File: src/rtl/chip8_timer_bank.sv
// chip8_timer_bank
//   Parametrised tick generator and CHIP-8 countdown register bank.
//   Each tick channel divides clk by a runtime-programmable divider and emits
//   a registered single-cycle strobe. The countdown registers (delay, sound)
//   decrement on the wrap of tick channel CD_SRC, saturate at zero and pulse
//   cd_expired on the 1->0 step.
//
// Ports
//   clk        in   system clock, rising edge
//   rst_n      in   asynchronous active-low reset
//   tick_en    in   per-channel run enable
//   div_we     in   divider write strobe
//   div_sel    in   channel addressed by the divider write
//   div_wdata  in   new divider value (0 behaves as 1)
//   tick       out  registered one-cycle tick strobes
//   cd_we      in   countdown write strobe
//   cd_sel     in   countdown register addressed by the write
//   cd_wdata   in   countdown load value
//   cd_value   out  countdown values, register 0 in the LSBs
//   cd_active  out  combinational, value != 0 per register
//   cd_expired out  registered one-cycle pulse on a 1->0 decrement
module chip8_timer_bank #(
    parameter int NUM_TICKS     = 3,
    parameter int DIV_WIDTH     = 24,
    parameter logic [NUM_TICKS*DIV_WIDTH-1:0] DEFAULT_DIVS = {24'd50, 24'd833333, 24'd2},
    parameter int NUM_COUNTDOWN = 2,
    parameter int CNT_WIDTH     = 8,
    parameter int CD_SRC        = 1,
    localparam int DIV_SEL_W    = (NUM_TICKS > 1) ? $clog2(NUM_TICKS) : 1,
    localparam int CD_SEL_W     = (NUM_COUNTDOWN > 1) ? $clog2(NUM_COUNTDOWN) : 1
) (
    input  logic                               clk,
    input  logic                               rst_n,
    input  logic [NUM_TICKS-1:0]               tick_en,
    input  logic                               div_we,
    input  logic [DIV_SEL_W-1:0]               div_sel,
    input  logic [DIV_WIDTH-1:0]               div_wdata,
    output logic [NUM_TICKS-1:0]               tick,
    input  logic                               cd_we,
    input  logic [CD_SEL_W-1:0]                cd_sel,
    input  logic [CNT_WIDTH-1:0]               cd_wdata,
    output logic [NUM_COUNTDOWN*CNT_WIDTH-1:0] cd_value,
    output logic [NUM_COUNTDOWN-1:0]           cd_active,
    output logic [NUM_COUNTDOWN-1:0]           cd_expired
);

    logic [DIV_WIDTH-1:0] div_q [NUM_TICKS];
    logic [DIV_WIDTH-1:0] cnt_q [NUM_TICKS];
    logic [DIV_WIDTH-1:0] eff   [NUM_TICKS];
    logic [NUM_TICKS-1:0] div_hit;
    logic [NUM_TICKS-1:0] wrap;
    logic [CNT_WIDTH-1:0] cd_q  [NUM_COUNTDOWN];
    logic                 dec;

    // A divider write to a channel takes priority over its wrap, so the wrap
    // (and hence the countdown decrement on CD_SRC) is masked on that edge.
    always_comb begin
        // NOTE: every always_comb output gets a default before any branch so
        // no path leaves it unassigned, which would infer a latch.
        div_hit = '0;
        wrap    = '0;
        for (int i = 0; i < NUM_TICKS; i++) begin
            eff[i]     = (div_q[i] == '0) ? DIV_WIDTH'(1) : div_q[i];
            div_hit[i] = div_we && (int'(div_sel) == i);
            wrap[i]    = tick_en[i] && !div_hit[i] && (cnt_q[i] == eff[i] - DIV_WIDTH'(1));
        end
    end

    assign dec = wrap[CD_SRC];

    always_ff @(posedge clk or negedge rst_n) begin
        if (!rst_n) begin
            // NOTE: the divider array is reset (not left uninitialised like a
            // RAM) because the channels must run at their defaults straight
            // out of reset.
            for (int i = 0; i < NUM_TICKS; i++) begin
                div_q[i] <= DEFAULT_DIVS[i*DIV_WIDTH +: DIV_WIDTH];
                cnt_q[i] <= '0;
            end
            tick <= '0;
        end else begin
            // NOTE: state is updated with non-blocking assignments so every
            // register samples pre-edge values regardless of statement order.
            for (int i = 0; i < NUM_TICKS; i++) begin
                if (div_hit[i]) begin
                    div_q[i] <= div_wdata;
                    cnt_q[i] <= '0;
                    tick[i]  <= 1'b0;
                end else if (!tick_en[i]) begin
                    cnt_q[i] <= '0;
                    tick[i]  <= 1'b0;
                end else if (wrap[i]) begin
                    cnt_q[i] <= '0;
                    tick[i]  <= 1'b1;
                end else begin
                    cnt_q[i] <= cnt_q[i] + DIV_WIDTH'(1);
                    tick[i]  <= 1'b0;
                end
            end
        end
    end

    // Countdown registers: a host write wins over a simultaneous decrement,
    // and zero saturates so the sound buzzer never wraps back on.
    always_ff @(posedge clk or negedge rst_n) begin
        if (!rst_n) begin
            for (int j = 0; j < NUM_COUNTDOWN; j++) begin
                cd_q[j] <= '0;
            end
            cd_expired <= '0;
        end else begin
            for (int j = 0; j < NUM_COUNTDOWN; j++) begin
                if (cd_we && (int'(cd_sel) == j)) begin
                    cd_q[j]       <= cd_wdata;
                    cd_expired[j] <= 1'b0;
                end else if (dec && (cd_q[j] != '0)) begin
                    cd_q[j]       <= cd_q[j] - CNT_WIDTH'(1);
                    cd_expired[j] <= (cd_q[j] == CNT_WIDTH'(1));
                end else begin
                    cd_expired[j] <= 1'b0;
                end
            end
        end
    end

    always_comb begin
        cd_value  = '0;
        cd_active = '0;
        for (int j = 0; j < NUM_COUNTDOWN; j++) begin
            cd_value[j*CNT_WIDTH +: CNT_WIDTH] = cd_q[j];
            cd_active[j]                       = (cd_q[j] != '0);
        end
    end

endmodule

File: config.mk
export PLATFORM = sky130hd
export DESIGN_NAME = chip8_timer_bank
export DESIGN_NICKNAME = d
export VERILOG_FILES = /design/src/rtl/chip8_timer_bank.sv
export SDC_FILE = /design/constraint.sdc
export NUM_CORES = 1
export LEC_CHECK = 0
export CORE_ASPECT_RATIO = 0.6
export CORE_MARGIN = 5
export CORE_UTILIZATION = 55
export CTS_BUF_LIST = sky130_fd_sc_hd__clkbuf_4
export CTS_CLUSTER_DIAMETER = 50
export CTS_CLUSTER_SIZE = 40
export DETAILED_ROUTE_END_ITERATION = 12
export PLACE_DENSITY = 0.8
export REMOVE_ABC_BUFFERS = 1
export SYNTH_ARGS = -nofsm -noshare
export SYNTH_HDL_FRONTEND = slang
export SYNTH_SLANG_ARGS = --single-unit
File: constraint.sdc
create_clock -name clk -period 5.8 [get_ports clk]
set_clock_uncertainty 0.05 [all_clocks]
set_input_delay 1.45 -clock clk [delete_from_list [all_inputs] [get_ports clk]]
set_output_delay 1.45 -clock clk [all_outputs]
set_load 0.02 [all_outputs]
=== Word-level counts from Yosys, hierarchy flattened ===
Index checks and enable logic that the tools add are counted.
Widths: inputs -> output; s select.

* $add $sub $neg: 8
* Multipliers: 0
* Div/mod/pow operators: 0
* $lt $le $gt $ge: 0
* Equal/unequal tests: 7
* Shifts and indexed selects: 0
* Multiplexer cells: 29
* Bitwise gates (word level): 1
* Reductions and logical operators: 24

{| class="wikitable"
|+ Operators by type and width
! operator !! number
|-
| $mux 24 || 12
|-
| $add 24x1->24 const B || 3
|-
| $eq 24x24->1 || 3
|-
| $logic_not 24->1 || 3
|-
| $sub 24x1->24 const B || 3
|-
| $mux 8 || 4
|-
| $eq 8x1->1 const B || 2
|-
| $reduce_bool 8->1 || 2
|-
| $sub 8x1->8 const B || 2
|-
| $logic_and 1x1->1 || 13
|-
| $mux 1 || 13
|-
| $eq 2x2->1 const B || 2
|-
| $reduce_bool 2->1 || 2
|-
| $logic_not 1->1 || 3
|-
| $logic_not 2->1 || 1
|-
| $not 1->1 || 1
|}

* Register bits: 165
* Latch bits: 0
* RAM bits: 0
* Bits in read-only memories: 0
* Bits of input ports: 42
* Output and inout port bits: 23
* Word-level logic and storage cells: 79
* Memories: 0

=== Longest topological paths before layout ===
* Word-level depth: 8
* Mapped depth: 17
* Mapped depth without buffers: 15

=== Worst setup path before layout ===
No wires, ideal clock.

* Path type: register -> register
* Start point: register div_q[42] (netlist bit)
* End point: register cd_q, in the netlist cd_value[6]
* Arrival: 4.001 ns
* Required time: 5.685 ns
* Path slack: 1.684 ns
* Cell stages (with the launch flop): 15
* Cells stage by stage: dfstp_2 > nor3_1 > and3_1 > clkbuf_1 > a31oi_1 > ha_1 > or4b_2 > or4_4 > nor3_2 > a211oi_1 > or4_4 > buf_6 > or4_4 > nor3_2 > a211o_1

* Word-level cells in the longest chain between the ends: 7

{| class="wikitable"
|+ Ends and longest elaborated chain
! item !! RTL line !! text
|-
| start, declared || 47 || <nowiki>logic [DIV_WIDTH-1:0] div_q [NUM_TICKS];</nowiki>
|-
| start signal, assigned by index || 77 || <nowiki>div_q[i] <= DEFAULT_DIVS[i*DIV_WIDTH +: DIV_WIDTH];</nowiki>
|-
| start signal, assigned by index || 86 || <nowiki>div_q[i] <= div_wdata;</nowiki>
|-
| $logic_not 24->1 || 63 || <nowiki>eff[i] = (div_q[i] == '0) ? DIV_WIDTH'(1) : div_q[i];</nowiki>
|-
| $mux 24 (*) || 63 ||
|-
| $sub 24x1->24 (*) || 65 || <nowiki>wrap[i] = tick_en[i] && !div_hit[i] && (cnt_q[i] == eff[i] - DIV_WIDTH'(1));</nowiki>
|-
| $eq 24x24->1 (*) || 65 ||
|-
| $logic_and 1x1->1 (*) || 65 ||
|-
| $logic_and 1x1->1 (*) || 116 || <nowiki>end else if (dec && (cd_q[j] != '0)) begin</nowiki>
|-
| $reduce_bool 2->1 (no source line) (*) || - ||
|-
| end signal, assigned by index || 114 || <nowiki>cd_q[j] <= cd_wdata;</nowiki>
|-
| end signal, assigned by index || 117 || <nowiki>cd_q[j] <= cd_q[j] - CNT_WIDTH'(1);</nowiki>
|-
| end, declared || 52 || <nowiki>logic [CNT_WIDTH-1:0] cd_q [NUM_COUNTDOWN];</nowiki>
|}

Every way passes the cells marked *; elsewhere a longest branch is shown, timed or not.
A chain may end at the register's enable or synchronous reset.

=== Worst setup path in the final report ===
* Start point: register div_q[42] (netlist bit)
* End point: register cnt_q[39] (netlist bit)

* Word-level cells in the longest chain between the ends: 8

{| class="wikitable"
|+ Ends and longest elaborated chain
! item !! RTL line !! text
|-
| $logic_not 24->1 || 63 ||
|-
| $mux 24 (*) || 63 ||
|-
| $sub 24x1->24 (*) || 65 ||
|-
| $eq 24x24->1 (*) || 65 ||
|-
| $logic_and 1x1->1 (*) || 65 ||
|-
| $mux 24 (*) || 92 || <nowiki>end else if (wrap[i]) begin</nowiki>
|-
| $mux 24 (*) || 89 || <nowiki>end else if (!tick_en[i]) begin</nowiki>
|-
| $mux 24 (*) || 85 || <nowiki>if (div_hit[i]) begin</nowiki>
|-
| end signal, assigned by index || 96 || <nowiki>cnt_q[i] <= cnt_q[i] + DIV_WIDTH'(1);</nowiki>
|-
| end, declared || 48 || <nowiki>logic [DIV_WIDTH-1:0] cnt_q [NUM_TICKS];</nowiki>
|}

Marks and branches as above.

==> parameters.txt <==
Parameter                              Value

Layout
  Layout Cells excl Fill ... about 1,300
  Commonest non-fill, non-tap cell in the layout ... sky130_fd_sc_hd__dfrtp_1
  Area growth, synth to finish ... 10.79%
  Fill cell instance count of the final layout ... 1,502
  Fin nets ... 1,108
  Most frequent cells in the layout ... sky130_fd_sc_hd__dfrtp_1 (149), sky130_fd_sc_hd__nor3_1 (84), sky130_fd_sc_hd__xnor2_1 (82)
  Share of final-layout standard cells stronger than drive strength 1 ... about 14%

GRT
  Maximum number of pins on one net before global-route repair ... 87
  Global routing usage summed across all routing layers ... 23.96%
  Number of global-route vias before repair ... 7,178
  Wire length of the first global-routing pass ... 39,190 um
  Number of antenna violations at the first check in global routing ... 1
  Total overflow reported by the global router ... 0

Setup path
  Reg-to-reg endpoint ... cnt_q[39]
  Number of cells on the worst reg-to-reg path ... 12
  Category of the worst setup path launch point ... flop
  Setup slack on the worst flop-to-flop path ... approximately 0.8 ns
  Required time reported for the critical path endpoint ... 6.20 ns
  Data arrival time at the worst-slack endpoint ... 5.41 ns
  Critical Setup Path Class ... flop to flop
  Maximum net fanout on the critical path ... 23
  Start of the worst register-to-register path ... div_q[42]
  Crit path from ... div_q[42]
  Critical path endpoint category ... flop

Hold path
  Hold worst-path end ... div_q[49]
  Number of instances on the worst hold path ... 2
  Min-delay src ... div_q[49]
  Min-delay worst type ... flop to flop

Timing
  Period Utilization, post-route ... approximately 86%
  Tightest Pin Transition ... 0.9246 ns
  Setup-violating endpoint count in the final report ... 0
  TNS Setup ... 0 ns
  Peak clock frequency supported by timing ... between 150 and 200 MHz
  Final count of hold timing violations ... 0
  Final slew viol count ... 0
  Final period demand of the worst path ... 5.009 ns
  Setup repair after global routing missed its margin ... false
  Max_slew headroom ... a little under two fifths

Routing
  Iteration-0 DRC Markers ... approximately 760
  Post-detailed-route wirelength per cell ... 18.56 um
  Via total after detailed routing ... between 7,000 and 8,000
  DRC errors left ... 0
  DR vias/cell ... 5.979
  Total wire length after detailed routing ... around 24,000 um
  Antenna Violating Nets Remaining ... 0
  Total iterations of the first detailed-routing run ... 5

Placement
  Number of cells after detailed placement ... 1,275
  I/O Buffers ... 64
  Routability Congestion ... 0.9356
  Post-DP HPWL ... 18,210 um

CTS
  Post-cts gate resize count ... 0
  Clock latency reported for the late side of the worst-skew pair ... around 0.6 ns
  Number of buffers inserted for hold repair after clock tree synthesis ... 0
  Buffer levels on the longest clock path ... 2
  CTS tree ... yes
  Number of clock sinks ... around 170
  Clock edge transition at the registers on the reported setup and hold paths ... roughly 0.14 ns
  Total clock buffers created by CTS ... 17
  Clock tree root driver cell ... sky130_fd_sc_hd__clkbuf_4
  Buffer count from post-CTS setup fixing ... 0
  Maximum level of the CTS H-tree ... 4

Synth
  Yosys warnings ... 0
  Average cell area after synthesis ... between 9 and 10 um2
  Most instantiated flip-flop cell in the synthesis netlist ... sky130_fd_sc_hd__dfrtp_1
  Number of synthesized flops with an enable pin ... 0
  Instance count of the mapped netlist ... 1,003
  Async set-reset flop share out of synthesis ... 100.0%
  Flop and latch count out of synthesis ... 165
  Post-synthesis sequential area ratio ... 41.94%
  Post-synthesis instance area ... a little under 10,000 um2
  Unique masters post-synth ... 68

Floorplan
  Initial standard-cell utilization of the core ... 55.34%
  Number of I/O pins ... 65
  Area enclosed by the die boundary ... roughly 21,000 um2
  Horizontal extent of the die ... 183.1 um
  Chip height ... 113.9 um
  Site Rows ... 38
  Core area ... 17,880 um2

Power and ir drop
  Overall power ... 2.720 mW
  Pleak ... 4.291 nW
  Areal power density over the cells ... ~250 nW/um2
  IR Drop Worst-Case VDD ... 0.1243 mV

Status
  Result of the run ... completed

Job
  Reported max-cap violation count ... 0
power breakdown:
group	switching, mW	internal (mW)
Combinational	0.304	0.310
Sequential	0.179	1.28
Clock	0.433	0.214
sequential cells by signal, summed over array words and instances, names as in the netlist:
name        cells
div_q          72
cd_expired      2
tick            3
cd_value       16
cnt_q          72
critical path, stage by stage (launching register included):
cell	delay [ns]
sky130_fd_sc_hd__dfstp_2	0.62
sky130_fd_sc_hd__nor3_1	0.10
sky130_fd_sc_hd__and3_1	0.26
sky130_fd_sc_hd__a31oi_1	0.34
sky130_fd_sc_hd__ha_1	0.27
sky130_fd_sc_hd__or4b_2	0.66
sky130_fd_sc_hd__or4_4	0.49
sky130_fd_sc_hd__o41ai_1	0.27
sky130_fd_sc_hd__o2111ai_1	0.19
sky130_fd_sc_hd__a211o_1	0.48
sky130_fd_sc_hd__or2_2	0.41
sky130_fd_sc_hd__nand2_1	0.59
sky130_fd_sc_hd__nor2_1	0.13
kinds of logic after synthesis:
| kind of cell | share of synthesized area (%) |
|---|---|
| muxes | 9.017 |
| and+or+nand+nor | 23.80 |
| xor gates and xnor gates | 14.43 |
| AOI/OAI and AO/OA | 6.602 |
| buffers and inverters | 2.694 |
| adders and majority gates | 1.518 |
| DFF | 41.94 |
Yosys cell counts, drive strengths merged, types with 6 or more instances:
cell    number  area [um2]
a31oi       15       93.84
nand3       37       185.2
nor2b        9       56.30
o21ai       28       143.9
dfrtp      149        3729
nor3b        7       52.55
mux2i        7       70.07
a21oi       10       50.05
or3         11       68.82
nand2b      16       107.6
and2         6       37.54
mux2        73       822.0
nand3b      10       75.07
and3        23       143.9
buf         11       90.07
or2          6       37.54
xnor2       82       718.2
nor4        25       171.4
or4         16       142.6
nand2       63       236.5
nor3        87       456.7
ha          12       150.1
inv         19       71.32
dfstp       16       420.4
nand4       25       156.4
xor2        81       709.4
clkbuf      28       105.1
nor2        75       284.0
how the worst max path moves through the flow:
stage / to / slack, ns
after floorplan: cnt_q[50] / 1.44
after global placement: cnt_q[47] / 1.05
after detailed placement: cnt_q[44] / 0.93
after CTS: cnt_q[39] / 0.87
after global routing: cnt_q[44] / 0.59
final: cnt_q[39] / 0.79
metal layers:
layer	vias up	wire length (um)	track usage [%]
met2	233	10190	32.99
met3	28	1692	4.748
met1	3839	12110	38.33
li1	3720	-	-
met4	0	282	6.052
met5	-	0	0
stage by stage:
| stage | cell area [um2] | worst slack, ns | hold slack, ns | util [%] |
|---|---|---|---|---|
| 6_report | 10960 | 0.7912 | 0.5044 | 61.31 |
| 5_1_grt | 10960 | 0.5880 | 0.5308 | 61.31 |
| 4_1_cts | 10960 | 0.8672 | 0.4977 | 61.30 |
| 3_5_place_dp | 10700 | 0.9341 | 0.4827 | 59.84 |
| 3_3_place_gp | 10700 | 1.047 | 0.4702 | 59.84 |
| 2_1_floorplan | 9698 | 1.445 | 0.4426 | - |
area by class of cell:
class / instances / area [um2] / share of cell area, %
Timing Repair Buffer: 71 / 694.4 / 6.336
Tap cell: 240 / 300.3 / 2.740
Clock inverter: 15 / 132.6 / 1.210
Sequential cell: 165 / 4149 / 37.85
Inverter: 19 / 71.32 / 0.6507
Multi-Input combinational cell: 780 / 5483 / 50.02
Antenna cell: 1 / 2.502 / 0.02283
Clock buffer: 17 / 127.6 / 1.164
(Power assumes the default switching activity.)
